$ cat src/rtl/seq_mult_hs.sv
// Sequential shift-and-add multiplier, signed/unsigned, valid/ready on both sides.
// Optional build macro MULT_EARLY_TERM_EN: leave BUSY as soon as the remaining multiplier is zero.
module seq_mult_hs #(
  parameter int XLEN = 16
) (
  input  logic              clk,
  input  logic              resetn,
  input  logic              in_valid,
  output logic              in_ready,
  input  logic [XLEN-1:0]   a,
  input  logic [XLEN-1:0]   b,
  input  logic              is_signed,
  output logic              out_valid,
  input  logic              out_ready,
  output logic [2*XLEN-1:0] product,
  output logic              busy,
  output logic [1:0]        o_dbg_state
);

  // Handshakes: a transfer happens on a rising edge where valid && ready are both high;
  // in_ready is high only in IDLE, out_valid only in DONE, and both are registered.

  localparam int CW = $clog2(XLEN + 1);
  localparam logic [CW-1:0] CNT_INIT = CW'(XLEN);

  typedef enum logic [1:0] {
    S_IDLE = 2'd0,
    S_BUSY = 2'd1,
    S_DONE = 2'd2
  } state_t;

  state_t              r_state;
  logic [2*XLEN-1:0]   r_mcand;
  logic [XLEN-1:0]     r_mplier;
  logic [2*XLEN-1:0]   r_acc;
  logic [CW-1:0]       r_cnt;
  logic                r_neg;
  logic [2*XLEN-1:0]   r_product;
  logic                r_in_ready;
  logic                r_out_valid;
  logic                r_busy;

  logic [XLEN-1:0]     w_a_mag;
  logic [XLEN-1:0]     w_b_mag;
  logic [2*XLEN-1:0]   w_acc_next;
  logic [XLEN-1:0]     w_mplier_next;
  logic [CW-1:0]       w_cnt_next;
  logic                w_last;
  logic [2*XLEN-1:0]   w_prod_final;

  // Magnitudes are XLEN-bit unsigned, so the most negative operand maps to 2^(XLEN-1) exactly.
  assign w_a_mag       = (is_signed && a[XLEN-1]) ? -a : a;
  assign w_b_mag       = (is_signed && b[XLEN-1]) ? -b : b;
  assign w_acc_next    = r_mplier[0] ? (r_acc + r_mcand) : r_acc;
  assign w_mplier_next = r_mplier >> 1;
  assign w_cnt_next    = r_cnt - 1'b1;
  assign w_prod_final  = r_neg ? -w_acc_next : w_acc_next;

`ifdef MULT_EARLY_TERM_EN
  assign w_last = (w_cnt_next == '0) || (w_mplier_next == '0);
`else
  assign w_last = (w_cnt_next == '0);
`endif

  always_ff @(posedge clk or negedge resetn) begin
    if (!resetn) begin
      r_state     <= S_IDLE;
      r_mcand     <= '0;
      r_mplier    <= '0;
      r_acc       <= '0;
      r_cnt       <= '0;
      r_neg       <= 1'b0;
      r_product   <= '0;
      r_in_ready  <= 1'b1;
      r_out_valid <= 1'b0;
      r_busy      <= 1'b0;
    end else begin
      case (r_state)
        S_IDLE: begin
          if (in_valid && r_in_ready) begin
            r_mcand    <= {{XLEN{1'b0}}, w_a_mag};
            r_mplier   <= w_b_mag;
            r_neg      <= is_signed & (a[XLEN-1] ^ b[XLEN-1]);
            r_acc      <= '0;
            r_cnt      <= CNT_INIT;
            r_in_ready <= 1'b0;
            r_busy     <= 1'b1;
            r_state    <= S_BUSY;
          end
        end
        S_BUSY: begin
          r_acc    <= w_acc_next;
          r_mcand  <= r_mcand << 1;
          r_mplier <= w_mplier_next;
          r_cnt    <= w_cnt_next;
          if (w_last) begin
            // Sign correction folds into the exit edge; no extra cycle.
            r_product   <= w_prod_final;
            r_out_valid <= 1'b1;
            r_busy      <= 1'b0;
            r_state     <= S_DONE;
          end
        end
        S_DONE: begin
          if (r_out_valid && out_ready) begin
            r_out_valid <= 1'b0;
            r_in_ready  <= 1'b1;
            r_state     <= S_IDLE;
          end
        end
        default: begin
          r_out_valid <= 1'b0;
          r_busy      <= 1'b0;
          r_in_ready  <= 1'b1;
          r_state     <= S_IDLE;
        end
      endcase
    end
  end

  assign in_ready    = r_in_ready;
  assign out_valid   = r_out_valid;
  assign busy        = r_busy;
  assign product     = r_product;
  assign o_dbg_state = r_state;

endmodule

$ cat config.mk
export PLATFORM = sky130hd
export DESIGN_NAME = seq_mult_hs
export DESIGN_NICKNAME = d
export VERILOG_FILES = /design/src/rtl/seq_mult_hs.sv
export SDC_FILE = /design/constraint.sdc
export NUM_CORES = 1
export LEC_CHECK = 0
export CAP_MARGIN = 25
export CORE_MARGIN = 10
export CORE_UTILIZATION = 59
export CTS_CLUSTER_DIAMETER = 120
export DETAILED_ROUTE_END_ITERATION = 10
export PLACE_DENSITY = 0.9
export SLEW_MARGIN = 40
export SYNTH_ARGS = -nofsm -noshare
export SYNTH_HDL_FRONTEND = slang
export SYNTH_SLANG_ARGS = --single-unit
$ cat constraint.sdc
create_clock -name clk -period 4.1 [get_ports clk]
set_input_delay 1.025 -clock clk [delete_from_list [all_inputs] [get_ports clk]]
set_output_delay 1.025 -clock clk [all_outputs]
set_load 0.1 [all_outputs]
==> flow_summary.ini, run 1 <==
[clock_tree]
postCtsHoldBufs = 0
clkLatencyLatePin_ns = 0.43
cts_setup_buffers = 0
htree_num_levels = 4
cts_buffers = 17
clockRootBuffer = clkbuf_16
clock-sinks = 123
cts_resized = 0
cts_tree = yes
clock_path_buffers = 2
path_clk_slew_ns = 0.07

[detailed_routing]
drt_wl_total_mm = 23.4
drt_iter0_markers = 672
final_antenna_net_count = 0
via_per_inst = 6.40
drc = 0
wl_per_cell_um = 18.7
first_pass_iters = 6
dr_total_vias = 7989

[sta]
layout_setup_ws_ns = 0.191
period_needed_ns = 3.91
finalMaxSlewViolations = 0
worst_pin_slew_ns = 0.755
finClkSkew_ns = 0.0118
fmax_ghz = 0.256
slew_headroom_pct = 49.7
finalCritPeriodShare_pct = 95.3
hold_viol_final = 0
rsz0062_at_grt = true
setup_viol_count_final = 0

[yosys]
syn-num-nets = 1078
synth_edf_count = 0
synthDistinctLibCells = 75
synth.ff_latch_count = 123
netlist_instances = 1004
yosysTopAreaCellShare_pct = 36.3
synth_top_area_cell = dfrtp_1
postSynthAreaPerCell_um2 = 8.38
synthTopCellsByArea = dfrtp_1 36%, o21ai_0 8.2%, nand2_1 6.7%
synthArstFlopShare_pct = 100
yosysWarnings = 0
ys_seq_area_share_pct = 36.6
synth_top_flop_cell = dfrtp_1
synth_area_um2 = 8410

[die]
core_region_area_um2 = 13900
start_util_pct = 60.3
die_w_um = 139
die-area_um2 = 19400
rows = 43
pin_count = 74
die_h_um = 139

[global_route]
gr-usage-met3_pct = 4.90
antenna_found_initial = 0
grt_pass1_vias = 7820
met2_usage_pct = 41.0
grt_max_degree = 124
grt_use_total_pct = 23.6
grt.overflow.total = 0
grt.met1_usage_pct = 27.5
grt_pass1_wl_mm = 38.5
top_usage_layer = met2

[layout]
areaGrowthSynthToFinish_pct = 15.6
multiInputGateArea_um2 = 5060
num_antenna_cells = 0
final_core_util_pct = 69.8
post_route_cells_drive_above_1_share_pct = 11.0
fillCellCount = 1072
nets = 1129
seqCellArea_um2 = 3080

[worst_setup_path]
cp-end-kind = flop
crit_required_ns = 4.41
crit_arrival_ns = 4.21
critPathMaxFanout = 4
rr_worst_depth = 12
r2r-end = product[28]
timing.rr.start = r_mcand[0]
startpoint_type = flop
crit_type = reg -> reg
r2r_setup_slack_ns = 0.19
crit_start = r_mcand[0]

[worst_hold_path]
hp-start = product[7]
hold_path_class = reg -> reg
worstHoldEndpoint = product[7]
holdPathStages = 2

[pwr]
ir_worst_vdd_v = 0.000412
power.leakage_uw = 0.00433
p_per_area_nw_per_um2 = 829

[place]
hpwl_mm = 16.6
dp_slack_ns = 0.304
io_buffers = 73
gp_congestion = 0.968

[outcome]
status = completed

[flow_run]
cap_violations = 0
-- area by class of cell --
type	instances	area share, %
well taps	180	2.32
inverters	18	0.695
repair buffers	91	7.10
clock inverters	14	1.69
clock buffers	18	4.52
multi-input cells	804	52.0
flip-flops and latches	123	31.7
-- layer usage --
metal  part of all wire (%)  up-vias
li1                       -     3789
met1                     41     3816
met2                     50      311
met3                    5.3       73
met4                    3.5        0
met5                      0        -
-- sequential cells by signal, summed over array words and instances, names as in the netlist --
register and count:
product 32, r_acc 32, r_mcand 32, r_mplier 16
r_cnt 5, o_dbg_state 2, busy 1, in_ready 1
out_valid 1, r_neg 1
-- cell families (layout without fill, tap and decap cells) --
logic type	Yosys count	after routing	synth area share, %
buffers and inverters	77	141	3.53
multiplexers	13	13	1.56
AO/OA/AOI/OAI	347	347	26.6
adder cells (fa/ha/maj)	37	37	5.59
flip-flops	123	123	36.6
XOR/XNOR	72	72	7.50
AND/OR/NAND/NOR	335	335	18.6
-- Yosys cell counts, types with 4 or more instances --
master,n
xor2_1,34
or4_1,4
inv_1,18
or3_1,11
nand4_1,11
a22oi_1,29
ha_1,36
nor3_1,17
and3_1,8
a31oi_1,10
nor2b_1,6
o21bai_1,4
a211oi_1,4
o21a_1,4
nand2b_1,8
o41ai_2,5
a221o_1,4
nand3_1,47
nand2_1,149
clkbuf_1,46
a21oi_1,65
a21o_1,11
dfrtp_1,122
xnor2_1,38
o41ai_1,4
and2_1,7
o21ai_1,8
mux2i_1,12
buf_2,5
o21ai_0,137
buf_1,7
o31ai_1,18
nor2_1,50
-- where the power goes --
group	total, uW	switching (uW)	internal [uW]	leakage [uW]
logic	4450	3090	1360	0.00239
registers	2070	436	1630	0.00165
clock network	1540	619	925	0.000291
total	8060	4140	3920	0.00433
-- worst max path at each step --
stage	to	slack, ns	cells past startpoint
global placement	product[27]	0.40	12
floorplan	product[29]	0.61	12
CTS	product[29]	0.26	12
global route	product[28]	-0.06	12
detailed placement	product[29]	0.30	12
finish	product[28]	0.19	12
-- placed cells by master (no fill, tap or decap), types with 4 or more instances in the layout --
| cell | count |
|---|---|
| a211oi_1 | 4 |
| a21o_1 | 11 |
| a21oi_1 | 65 |
| a221o_1 | 4 |
| a22oi_1 | 29 |
| a31oi_1 | 10 |
| and2_1 | 7 |
| and3_1 | 8 |
| buf_2 | 37 |
| buf_4 | 18 |
| clkbuf_16 | 17 |
| clkdlybuf4s50_1 | 35 |
| clkinv_4 | 5 |
| dfrtp_1 | 121 |
| ha_1 | 36 |
| inv_1 | 18 |
| mux2i_1 | 12 |
| nand2_1 | 148 |
| nand2b_1 | 7 |
| nand3_1 | 47 |
| nand4_1 | 11 |
| nor2_1 | 49 |
| nor2b_1 | 5 |
| nor3_1 | 17 |
| o21a_1 | 4 |
| o21ai_0 | 137 |
| o21ai_1 | 8 |
| o21bai_1 | 4 |
| o31ai_1 | 18 |
| o41ai_1 | 4 |
| o41ai_2 | 5 |
| or3_1 | 11 |
| or4_1 | 4 |
| xnor2_1 | 38 |
| xor2_1 | 34 |
-- per-stage QoR --
stage | area (um^2) | cells | total power (uW) | setup TNS [ns] | hold WS [ns]
after floorplan | 8410 | 1004 | 5350 | 0 | 0.466
after global placement | 9300 | 1216 | 6450 | 0 | 0.463
after detailed placement | 9110 | 1216 | 6430 | 0 | 0.466
after CTS | 9720 | 1248 | 8020 | 0 | 0.486
after global routing | 9720 | 1248 | 8540 | -0.105 | 0.515
final | 9720 | 1248 | 8060 | 0 | 0.480
-- worst max-delay path, stage by stage (launching register included) --
cell	delay, ns
dfrtp_1	0.40
ha_1	0.24
fa_1	0.42
a21o_1	0.22
a21oi_1	0.20
xor2_1	0.22
a31oi_1	0.15
nand4b_1	0.30
o41ai_2	0.53
nand3_1	0.29
nor4_1	0.48
a311o_1	0.25
nand3_1	0.08
No activity file was read; power rests on OpenSTA's default activity.
==> run 2: changes to the inputs <==
CELL_PAD_IN_SITES_DETAIL_PLACEMENT = 2   (was not set)
CELL_PAD_IN_SITES_GLOBAL_PLACEMENT = 2   (was not set)
CORE_UTILIZATION = 36   (was 59)
==> run 2 against run 1 <==
  * The run now ends with negative setup slack left
  * Sequential share of layout area decreased by 1.5 points
  * Clock skew decreased by 0.00069 ns
  * Global-route usage decreased by 0.25 points
  * Sequential power increased by 2%
  * Flip-flop and latch count unchanged
  * Critical path depth increased by 1
  * Utilization decreased by 25 points
  * Worst hold slack improved by 0.0095 ns
  * Clock-buffer cell count decreased by 1
  * First-iteration DRC count increased by 14%
  * Total power increased by 14%
  * Routed wire length increased by 64%
  * Critical path type unchanged
  * Critical endpoint is now product[30]
  * Largest cell class unchanged
  * Highest routed layer unchanged
==> flow_summary.ini, run 2 (synthesis results as in run 1) <==
[outcome]
status = finished, violations left
failed_checks = negative setup slack

[sta]
period_needed_ns = 4.28
layout_setup_ws_ns = -0.179
setup_viol_count_final = 9
worst_pin_slew_ns = 0.667
finalCritPeriodShare_pct = 104
fmax_ghz = 0.234
finalMaxSlewViolations = 0
whs_ns = 0.490
hold_viol_final = 0
finClkSkew_ns = 0.0111
rsz0062_at_grt = true
slew_headroom_pct = 55.1

[worst_setup_path]
crit_arrival_ns = 4.58
crit_required_ns = 4.40
crit_type = reg -> reg
cp-end-kind = flop
r2r-end = product[30]
r2r_setup_slack_ns = -0.18
crit_end = product[30]
startpoint_type = flop
critPathMaxFanout = 11
rr_worst_depth = 13
timing.rr.start = r_mcand[0]
crit_start = r_mcand[0]

[layout]
postLayoutCellArea_um2 = 10200
num_antenna_cells = 0
post_route_cells_drive_above_1_share_pct = 13.8
nets = 1144
final_common_cell = nand2_1
areaGrowthSynthToFinish_pct = 21.2
final_cell_mix = 148 x nand2_1, 137 x o21ai_0, 122 x dfrtp_1
final_core_util_pct = 44.7

[detailed_routing]
top_layer = met4
final_antenna_net_count = 0
first_pass_iters = 6
wl_met3_mm = 1.71
drt_wl_total_mm = 38.2
drc = 0
wl_met2_mm = 19.6
wl_met1_mm = 15.0
via_per_inst = 6.36
wl_per_cell_um = 27.4
drt_iter0_markers = 766
dr_total_vias = 8876

[clock_tree]
clock_path_buffers = 2
htree_num_levels = 4
path_clk_slew_ns = 0.06
clock-sinks = 123
clockRootBuffer = clkbuf_16
clkLatencyLatePin_ns = 0.44
cts_tree = yes
cts_buffers = 17

[global_route]
grt_pass1_vias = 9761
grt_max_degree = 64
grt.overflow.total = 0
antenna_found_initial = 0
grt_pass1_wl_mm = 56.6
grt_use_total_pct = 23.3

[die]
die_w_um = 173
pin_count = 74
rows = 55
core_region_area_um2 = 22800
die_h_um = 173
start_util_pct = 36.9
die-area_um2 = 29900

[place]
hpwl_mm = 23.0
io_buffers = 73
place_area_um2 = 9360
gp_congestion = 0.873
dp_slack_ns = 0.125

[pwr]
p_per_area_nw_per_um2 = 901
fin_total_pwr_uw = 9180
ir_worst_vdd_v = 0.000368
power.leakage_uw = 0.00445

[flow_run]
cap_violations = 0

[worst_hold_path]
hold_path_class = reg -> reg
## run 2: worst min-delay path by stage
stage                       startpoint      endpoint  cells past startpoint
after global placement     product[23]   product[23]                      2
after CTS                   product[4]    product[4]                      2
after detailed placement    product[0]    product[0]                      2
after floorplan           r_mplier[15]  r_mplier[15]                      1
final                       product[4]    product[4]                      2
after global routing        product[1]    product[1]                      2
## run 2: worst max-delay path, stage by stage (launching register included)
cell and delay (ns):
dfrtp_1 0.40, ha_1 0.26, fa_1 0.44, a21o_1 0.25, a221o_2 0.45, a21o_1 0.25
a221oi_4 0.35, nand3_2 0.21, nor3_4 0.27, nand3_1 0.15, buf_4 0.23, o31ai_4 0.32
a21oi_1 0.14, o31ai_2 0.40
## run 2: per-layer routing
layer  vias to the layer above  GRT usage, %
met1                      4535          26.5
li1                       3802             -
met4                         0          11.4
met5                         -             0
met3                       153          4.33
met2                       386          41.2
## run 2: stage by stage
stage / std cells / setup TNS, ns
final: 1396 / -0.498
after global routing: 1396 / -1.79
after CTS: 1390 / -0.0113
after detailed placement: 1358 / 0
after global placement: 1358 / 0
after floorplan: 1004 / 0
## run 2: where the power goes
| group | switching (uW) | total (uW) | internal, uW | leakage (uW) |
|---|---|---|---|---|
| Clock | 689 | 1660 | 970 | 0.000301 |
| Combinational | 3860 | 5410 | 1550 | 0.00250 |
| Sequential | 482 | 2110 | 1630 | 0.00165 |
| Total | 5030 | 9180 | 4150 | 0.00445 |
## run 2: repair_timing
action                                  in CTS  in global routing
pin swaps                                    0                  3
cloned                                       0                  0
resized for setup                            9                 17
setup buffers                                0                  5
endpoints found under the setup margin       4                  9
hold buffers                                 0                  0
## run 2: layout make-up
| class | instances | area, um^2 |
|---|---|---|
| Clock buffer | 17 | 425 |
| Timing Repair Buffer | 106 | 840 |
| Tap cell | 313 | 392 |
| Fill cell | 2467 | 12600 |
| Sequential cell | 123 | 3080 |
| Clock inverter | 15 | 189 |
| Multi-Input combinational cell | 804 | 5200 |
| Inverter | 18 | 67.6 |
==> run 3: changes to the inputs <==
==> constraint.sdc (replaced) <==
create_clock -name clk -period 4.35 [get_ports clk]
set_input_delay 0.435 -clock clk [delete_from_list [all_inputs] [get_ports clk]]
set_output_delay 0.435 -clock clk [all_outputs]
set_load 0.1 [all_outputs]
==> run 3 against run 2 <==
  * The run now ends clean
  * Sequential share of layout area up 0.88 points
  * Critical path depth shrank 1
  * Non-clock buffer count fell by 10
  * Sequential power decreased by 5%
  * Clock power shrank 14%
==> flow_summary.ini, run 3 (synthesis results as in run 1) <==
[layout]
final_cells = 1386
final_common_cell = nand2_1
nets = 1134
postLayoutCellArea_um2 = 9900
areaGrowthSynthToFinish_pct = 17.8
final_cell_mix = 148 x nand2_1, 137 x o21ai_0, 121 x dfrtp_1
num_antenna_cells = 0
post_route_cells_drive_above_1_share_pct = 11.5
final_core_util_pct = 43.5

[worst_setup_path]
timing.rr.start = r_mcand[0]
crit_required_ns = 4.68
cp_cell_sequence = ha_1 -> fa_1 -> a21o_1 -> a221o_1 -> a2111oi_1 -> a21oi_1 -> xnor2_1 -> mux2i_1 -> o211ai_2 -> o41ai_2 -> a21oi_1 -> o31ai_1
crit_top_cell = a21oi_1
crit_arrival_ns = 4.53
critPathMaxFanout = 5
startpoint_type = flop
critPathSlowestCell = a2111oi_1
cp_top_family = compound AO/OA/AOI/OAI gates
slowest_delay_ns = 0.51
r2r-end = product[30]
critPathBufInv = 0
crit_type = reg -> reg
r2r_setup_slack_ns = 0.15
cp-end-kind = flop
rr_worst_depth = 12

[die]
start_util_pct = 36.9
core_region_area_um2 = 22800
die_h_um = 173
rows = 55
pin_count = 74
die_w_um = 173
die-area_um2 = 29900

[detailed_routing]
via_per_inst = 6.07
final_antenna_net_count = 0
drt_wl_total_mm = 33.9
first_pass_iters = 5
drt_iter0_markers = 625
dr_total_vias = 8419
wl_per_cell_um = 24.5
drc = 0

[place]
hpwl_mm = 22.8
place_area_um2 = 9300
io_buffers = 73
gp_congestion = 0.884
placed_cells = 1352

[pwr]
ir_worst_vdd_v = 0.000351
p_per_area_nw_per_um2 = 806
power.leakage_uw = 0.00434
fin_total_pwr_uw = 7990

[global_route]
grt_pass1_vias = 9579
grt.overflow.total = 0
grt_use_total_pct = 22.4
antenna_found_initial = 0
grt_max_degree = 76
grt_pass1_wl_mm = 54.6

[clock_tree]
cts_tree = yes
cts_buffers = 17
htree_num_levels = 4
path_clk_slew_ns = 0.06
clockRootBuffer = clkbuf_16
clkLatencyLatePin_ns = 0.43
clock-sinks = 123
clock_path_buffers = 2
postCtsHoldBufs = 0

[worst_hold_path]
hold_path_class = in -> async

[sta]
finalCritPeriodShare_pct = 96.5
rsz0062_at_grt = true
period_needed_ns = 4.20
finClkSkew_ns = 0.00858
whs_ns = 0.0519
slew_headroom_pct = 45.7
setup_viol_count_final = 0
fmax_ghz = 0.238
hold_viol_final = 0
finalMaxSlewViolations = 0
worst_pin_slew_ns = 0.813

[outcome]
status = completed

[flow_run]
cap_violations = 0
run 3: power breakdown:
part | switching [uW] | internal [uW]
registers | 472 | 1540
clock network | 618 | 812
logic | 3240 | 1300
run 3: cell type report:
class,instances,area [um^2]
clock buffer,18,439
clock inverter,14,134
fill,2531,12900
inverter,18,67.6
multi-input combinational,804,5070
sequential,123,3080
tap,313,392
timing repair buffer,96,723
run 3: per-stage QoR:
stage / setup slack [ns] / TNS [ns]
after global placement: 0.289 / 0
final: 0.151 / 0
after floorplan: 0.859 / 0
after global routing: -0.0718 / -0.243
after detailed placement: 0.176 / 0
after CTS: 0.0798 / 0
run 3: metal layers:
layer,GRT usage (%),part of all wire [%],routed length (um)
met1,25.3,41,14000
met2,40.0,51,17400
met3,4.05,3.3,1130
met4,10.2,4.0,1370
met5,0,0,0
run 3: worst register-to-register path: stages (launching register included):
cell and delay [ns]:
dfrtp_1 0.40, ha_1 0.25, fa_1 0.42, a21o_1 0.23, a221o_1 0.43, a2111oi_1 0.51, a21oi_1 0.19, xnor2_1 0.16
mux2i_1 0.41, o211ai_2 0.28, o41ai_2 0.42, a21oi_1 0.18, o31ai_1 0.22
run 3: worst max-delay path by stage:
stage                    start     endpoint  slack, ns  cells after the start
global placement    r_mcand[0]  product[27]       0.29                     12
floorplan           r_mcand[0]  product[29]       0.86                     12
finish              r_mcand[0]  product[30]       0.15                     12
detailed placement  r_mcand[0]  product[30]       0.18                     12
global route        r_mcand[0]  product[29]      -0.07                     13
CTS                 r_mcand[0]  product[30]       0.08                     12
run 3: what timing repair did:
action | 4_1_cts | 5_1_grt
endpoints found under the setup margin | 1 | 7
gates resized for setup | 1 | 2
gates cloned | 0 | 0
pin swaps | 0 | 0
setup buffers | 0 | 1
==> edit 1, RTL diff (settings of run 3) <==
Build with the macro `MULT_EARLY_TERM_EN` defined.
--- a/src/rtl/seq_mult_hs.sv
+++ b/src/rtl/seq_mult_hs.sv
@@ -2,2 +2,4 @@
 // Optional build macro MULT_EARLY_TERM_EN: leave BUSY as soon as the remaining multiplier is zero.
+`define MULT_EARLY_TERM_EN
+
 module seq_mult_hs #(
Check against the original RTL: not equivalent (Yosys sat finds a counterexample within 4 cycles, from zero or initial values and one cycle with resetn low).
==> edit 1 against run 3 <==
Synthesized area rose by 4.5%. Setup slack got worse by 0.14 ns. Design area rose by 2.3%. Wire length rose by 5.9%. Sequential cell count did not move. Highest routed layer unchanged.
Power is left out: the tool's default activity adds up to more than one toggle a clock period on the data nets, which glitch-free logic cannot reach.
==> edit 1: results (changes against run 3) <==
- Total number of nets in the final design: 1138 (+0.35%)
- Number of antenna violations at the first check in global routing: 0 (unchanged)
- The arrival time reported for the critical path endpoint came to 4.70 ns (+0.17 ns).
- The final worst clock skew was 0.01599 ns (+0.007408 ns).
- Type of the most critical hold path: in2async
- The part of the Yosys area used for sequential elements is 35.04% (-1.6 points).
- Iteration-0 DRC count of the detailed router: 638 (+2.1%)
- The total routing resource utilization after global routing was 22.68% (+0.30 points).
- Clock slew at the register clock pins of the worst setup and hold paths: 0.06 ns (about the same)
* Largest net degree at the start of global routing: 71 (-6.6%)
- The tree is rooted in a sky130_fd_sc_hd__clkbuf_16.
- The proportion of layout cells with a drive suffix above 1 is 13.09% (+1.6 points).
- The mean instance size in the synthesized netlist came to 8.615 µm² (+2.9%).
* Max Fanout on Critical Path: 10 (+5)
* Final Routed Wirelength: 35900 µm (+5.9%)
* Ranking of synthesized cells by area: sky130_fd_sc_hd__dfrtp_1, sky130_fd_sc_hd__nand2_1, sky130_fd_sc_hd__o21ai_0, sky130_fd_sc_hd__ha_1, sky130_fd_sc_hd__xnor2_1
- Area post-placement: 0.009510 mm² (+2.3%)
- Dpl ws: 0.2632 ns (+0.08705 ns)
- Counting instances in the post-synthesis netlist gives the leading cell types as sky130_fd_sc_hd__nand2_1, sky130_fd_sc_hd__dfrtp_1, sky130_fd_sc_hd__o21ai_0.
- The global-route wire length before repair came to 55960 µm (+2.4%).
* Cell accounting for the most synthesized area: sky130_fd_sc_hd__dfrtp_1
- The number of distinct library cells after synthesis was 99 (+32%).
- Via Count: 8738 (+3.8%)
- Antenna cells: 0 (unchanged)
- The length of the first detailed-routing pass in iterations is 5 (unchanged).
- Count of fill cells added during filler insertion: 2673 (+5.6%)
- The count of buffers inserted at the top-level ports was 73 (unchanged).
* Routability congestion estimate: 0.8891 (+0.62%)
* Routed len/inst: 25.62 µm (+4.8%)
- Clock buffer count from CTS: 17 (unchanged)
- Peak per-stage delay on the critical path: 0.71 ns (+0.20 ns)
- Worst path slowest cell: sky130_fd_sc_hd__a2111oi_2
- Clock Latency Late Sink: 0.45 ns (+0.02 ns)
* Run status: finished, final reports clean
- Vias in the first global route: 9769 (+2.0%)
- Number of hold-slack violations in the final timing report: 0 (unchanged)
- Yosys warnings: 0 (unchanged)
- The placed wire-length estimate is 23800 µm (+4.2%).
* Worst Tran Pin Value: 0.8735 ns (+0.06100 ns)
- The number of placed instances with taps included was 1368 (+1.2%).
## edit 1: cell types whose count changed after synthesis, moves of 6 or more
cell,change
sky130_fd_sc_hd__nand3_1,-32
sky130_fd_sc_hd__o22ai_1,+29
sky130_fd_sc_hd__a22oi_1,-25
sky130_fd_sc_hd__a22o_1,+20
sky130_fd_sc_hd__o21ai_0,-20
sky130_fd_sc_hd__a21oi_1,-15
sky130_fd_sc_hd__nand4_1,+12
sky130_fd_sc_hd__xor2_1,-11
sky130_fd_sc_hd__nand2_1,+10
sky130_fd_sc_hd__a211oi_1,+9
sky130_fd_sc_hd__buf_6,+7
sky130_fd_sc_hd__and4_1,+6
sky130_fd_sc_hd__nor3_1,+6
sky130_fd_sc_hd__nor4_1,+6
## edit 1: cell type report
cell class	instances	area, µm²	area share (%)
clock buffer	19	442.9	4.370
clock inverter	13	141.4	1.395
inverter	20	75.07	0.7407
multi-input combinational	813	5309	52.38
sequential	123	3082	30.41
tap	324	405.4	4.000
timing repair buffer	89	679.4	6.704
## edit 1: worst paths after layout
path / endpoint / from / cells past startpoint / slack, ns
worst min-delay path: r_mcand[20]$_DFFE_PN0P_ / resetn / 1 / 0.001
min in group clk: product[17]$_DFFE_PN0P_ / product[17]$_DFFE_PN0P_ / 2 / 0.48
worst max-delay path: product[29]$_DFFE_PN0P_ / r_acc[15]$_DFFE_PN0P_ / 10 / 0.009
worst max register to register: product[29]$_DFFE_PN0P_ / r_acc[15]$_DFFE_PN0P_ / 10 / 0.009
worst min register to register: product[17]$_DFFE_PN0P_ / product[17]$_DFFE_PN0P_ / 2 / 0.48
max in group asynchronous: r_mplier[0]$_DFFE_PN0P_ / resetn / 2 / 3.34
## edit 1: stage by stage
stage / utilization [%] / hold WS [ns]
floorplan: - / 0.1394
global placement: 39.97 / 0.4605
detailed placement: 39.34 / 0.4694
CTS: 41.75 / 0.05043
global route: 41.92 / 0.04814
finish: 41.92 / 0.001446
## edit 1: worst max-delay path, delay by kind of cell (launching register included)
kind / cells / cell delay (ns)
fa+ha+maj: 1 / 0.53
compound gates: 4 / 1.52
simple gates: 5 / 1.76
flops: 1 / 0.45
## edit 1: timing repair
item / 4_1_cts / 5_1_grt
gates resized for setup: 0 / 7
endpoints found under the setup margin: 0 / 5
hold endpoints to repair: 0 / 0
setup buffers: 0 / 1
hold buffers: 0 / 0
## edit 1: logic make-up after synthesis
kind of cell	after synthesis	synth area share [%]
compound gates	349	26.74
xor+xnor	63	6.279
fa+ha+maj	37	5.354
buf+inv	84	5.098
flops	123	35.04
mux	14	1.652
simple gates	350	19.83
## edit 1: per-layer routing
metal  vias to the layer above  routed length (µm)  GRT usage [%]
met5                         -                   0              0
met4                         0                1661          11.76
met3                       118                1513          4.208
met2                       294               18030          40.01
met1                      4477               14700          25.58
li1                       3849                   -              -
==> edit 2, RTL diff (config.mk and constraints of run 3) <==
Made on the original files. Reset style: synchronous (`resetn`), changed in one clocked block.
--- a/src/rtl/seq_mult_hs.sv
+++ b/src/rtl/seq_mult_hs.sv
@@ -64,3 +64,3 @@
 
-  always_ff @(posedge clk or negedge resetn) begin
+  always_ff @(posedge clk) begin
     if (!resetn) begin
Check against the original RTL: differs if resetn is asserted again (counterexample within 4 cycles, from zero or initial values and one cycle with resetn low); with resetn held inactive, the same outputs for 10 cycles.
==> edit 2 against run 3 <==
Wire length up 20%. Count of clock-buffer cells in the layout fell by 1. Sequential cell count did not move. Synthesized area rose by 1.8%. Design area rose by 2.1%. Setup slack got worse by 0.092 ns. Critical path type unchanged.
Power is not compared: it rests on default switching activity, and its combinational part moved more than twofold at a synthesized area within 25%.
==> edit 2: results (changes against run 3) <==
- Type of the most critical hold path: reg2reg
- Sum of met3 wire segment lengths after detailed routing: 1461 µm (+29%)
* Final Skew: 0.01786 ns (+0.009273 ns)
* Synth Flop Type: sky130_fd_sc_hd__dfxtp_1
- Largest net degree at the start of global routing: 87 (+14%)
- The length of routed met2 wiring came to 20880 µm (+20%).
* Proportion of cell area spent on the clock network: 6.460% (+0.67 points)
- Iteration-0 DRC count of the detailed router: 777 (+24%)
* Number of cells after detailed placement: 1510 (+12%)
- Multi-In Gates: 952 (+18%)
- In the post-synthesis netlist, the biggest area contributors are sky130_fd_sc_hd__dfxtp_1, sky130_fd_sc_hd__a21oi_1, sky130_fd_sc_hd__nand2_1, sky130_fd_sc_hd__ha_1, sky130_fd_sc_hd__nor2_1.
- The number of distinct library cells after synthesis came to 77 (+2.7%).
- Multi-input gate share of total cell area: 57.13% (+6.0 points)
* Grt met2 use: 47.96% (+8.0 points)
- The final wirelength was 40520 µm (+20%).
* Via Count: 9775 (+16%)
* Total number of nets in the final design: 1284 (+13%)
- Run status: finished, final reports clean
- The final weighted congestion of routability-driven global placement is 0.8683 (-1.7%).
* Routed length on met1: 15630 µm (+12%)
- The later-pin clock latency in the skew report was 0.47 ns (+0.04 ns).
- The area share of buffers outside the clock network came to 7.450% (+0.15 points).
- GR met1 Demand/Resource: 27.22% (+1.9 points)
- Register area: 0.002464 mm² (-20%)
- GRT Util Overall: 26.29% (+3.9 points)
- Routed len/inst: 26.28 µm (+7.4%)
- Vias in the first global route: 10941 (+14%)
- Fraction of final layout cells sized beyond drive strength 1: 10.55% (-0.92 points)
- The global-route wire length before repair was 63880 µm (+17%).
* List of most frequent post-synthesis cells: sky130_fd_sc_hd__nand2_1, sky130_fd_sc_hd__a21oi_1, sky130_fd_sc_hd__dfxtp_1
* Worst Tran Pin Value: 0.8171 ns (+0.004547 ns)
- Non-clock inverters: 17 (-1)
- Worst setup path endpoint: product[27]$_SDFFE_PN0P_
* FF-to-FF setup slack: 0.06 ns (-0.09 ns)
- The number of non-clock buffers is 99 (+3.1%).
- The mean instance size in the synthesized netlist came to 7.314 µm² (-13%).
- FF-to-FF Start: r_mcand[0]$_SDFFE_PN0P_
edit 2: cell count changes in the layout (fill, tap and decap cells not counted), sizes merged, moves of 7 or more:
cell and change:
a211oi +9, a21oi +76, a31oi +21, dfrtp -122, dfxtp +123, mux2 +7
nand2 +13, nand3 +10, nor2 +63, nor3 +13, o211ai +7, o21ai -92
xor2 -13
edit 2: critical path: stages (launching register included):
cell                       delay, ns
sky130_fd_sc_hd__dfxtp_1        0.34
sky130_fd_sc_hd__ha_1           0.24
sky130_fd_sc_hd__fa_1           0.49
sky130_fd_sc_hd__a211oi_4       0.33
sky130_fd_sc_hd__o31ai_4        0.17
sky130_fd_sc_hd__xor2_1         0.19
sky130_fd_sc_hd__mux2_4         0.32
sky130_fd_sc_hd__or4b_4         0.54
sky130_fd_sc_hd__or4_4          0.60
sky130_fd_sc_hd__nor3_4         0.18
sky130_fd_sc_hd__and3_2         0.32
sky130_fd_sc_hd__mux2i_1        0.29
sky130_fd_sc_hd__a31oi_1        0.15
edit 2: worst min-delay path by stage:
stage	start	end
floorplan	r_mplier[5]$_SDFFE_PN0P_	r_mplier[4]$_SDFFE_PN0P_
global placement	r_mplier[5]$_SDFFE_PN0P_	r_mplier[4]$_SDFFE_PN0P_
detailed placement	product[11]$_SDFFE_PN0P_	product[11]$_SDFFE_PN0P_
CTS	r_mplier[5]$_SDFFE_PN0P_	r_mplier[4]$_SDFFE_PN0P_
global route	r_mcand[25]$_SDFFE_PN0P_	r_mcand[26]$_SDFFE_PN0P_
finish	r_mplier[5]$_SDFFE_PN0P_	r_mplier[4]$_SDFFE_PN0P_
edit 2: per-stage QoR:
| step | instance area, µm² | hold WS (ns) | power [mW] | utilization (%) | setup slack (ns) |
|---|---|---|---|---|---|
| after global placement | 9617 | 0.4387 | 1.718 | 40.97 | 0.3372 |
| final | 10110 | 0.4634 | 3.458 | 43.08 | 0.05964 |
| after floorplan | 8564 | 0.4316 | 1.565 | - | 0.5633 |
| after CTS | 10100 | 0.4654 | 3.455 | 43.04 | 0.03213 |
| after global routing | 10110 | 0.4945 | 3.555 | 43.08 | 0.003347 |
| after detailed placement | 9432 | 0.4464 | 1.744 | 40.18 | 0.1412 |
edit 2: cell families (layout without fill, tap and decap cells):
kind of cell	after synthesis	count (layout)	share of synthesized area [%]
muxes	21	21	2.615
adders and majority gates	37	37	5.493
DFF	123	123	28.75
xor gates and xnor gates	54	54	5.522
buffers and inverters	96	148	4.280
AOI/OAI and AO/OA	373	373	27.76
and+or+nand+nor	467	467	25.58
edit 2: what timing repair did:
action,in CTS,in global routing
endpoints found under the setup margin,3,3
pin swaps,1,2
setup buffers,0,0
hold endpoints to repair,0,0
resized for setup,4,2
edit 2: power by group:
part           switching (mW)  internal (mW)
Combinational           0.380          0.181
Clock                   0.706          0.984
Sequential             0.0448           1.16
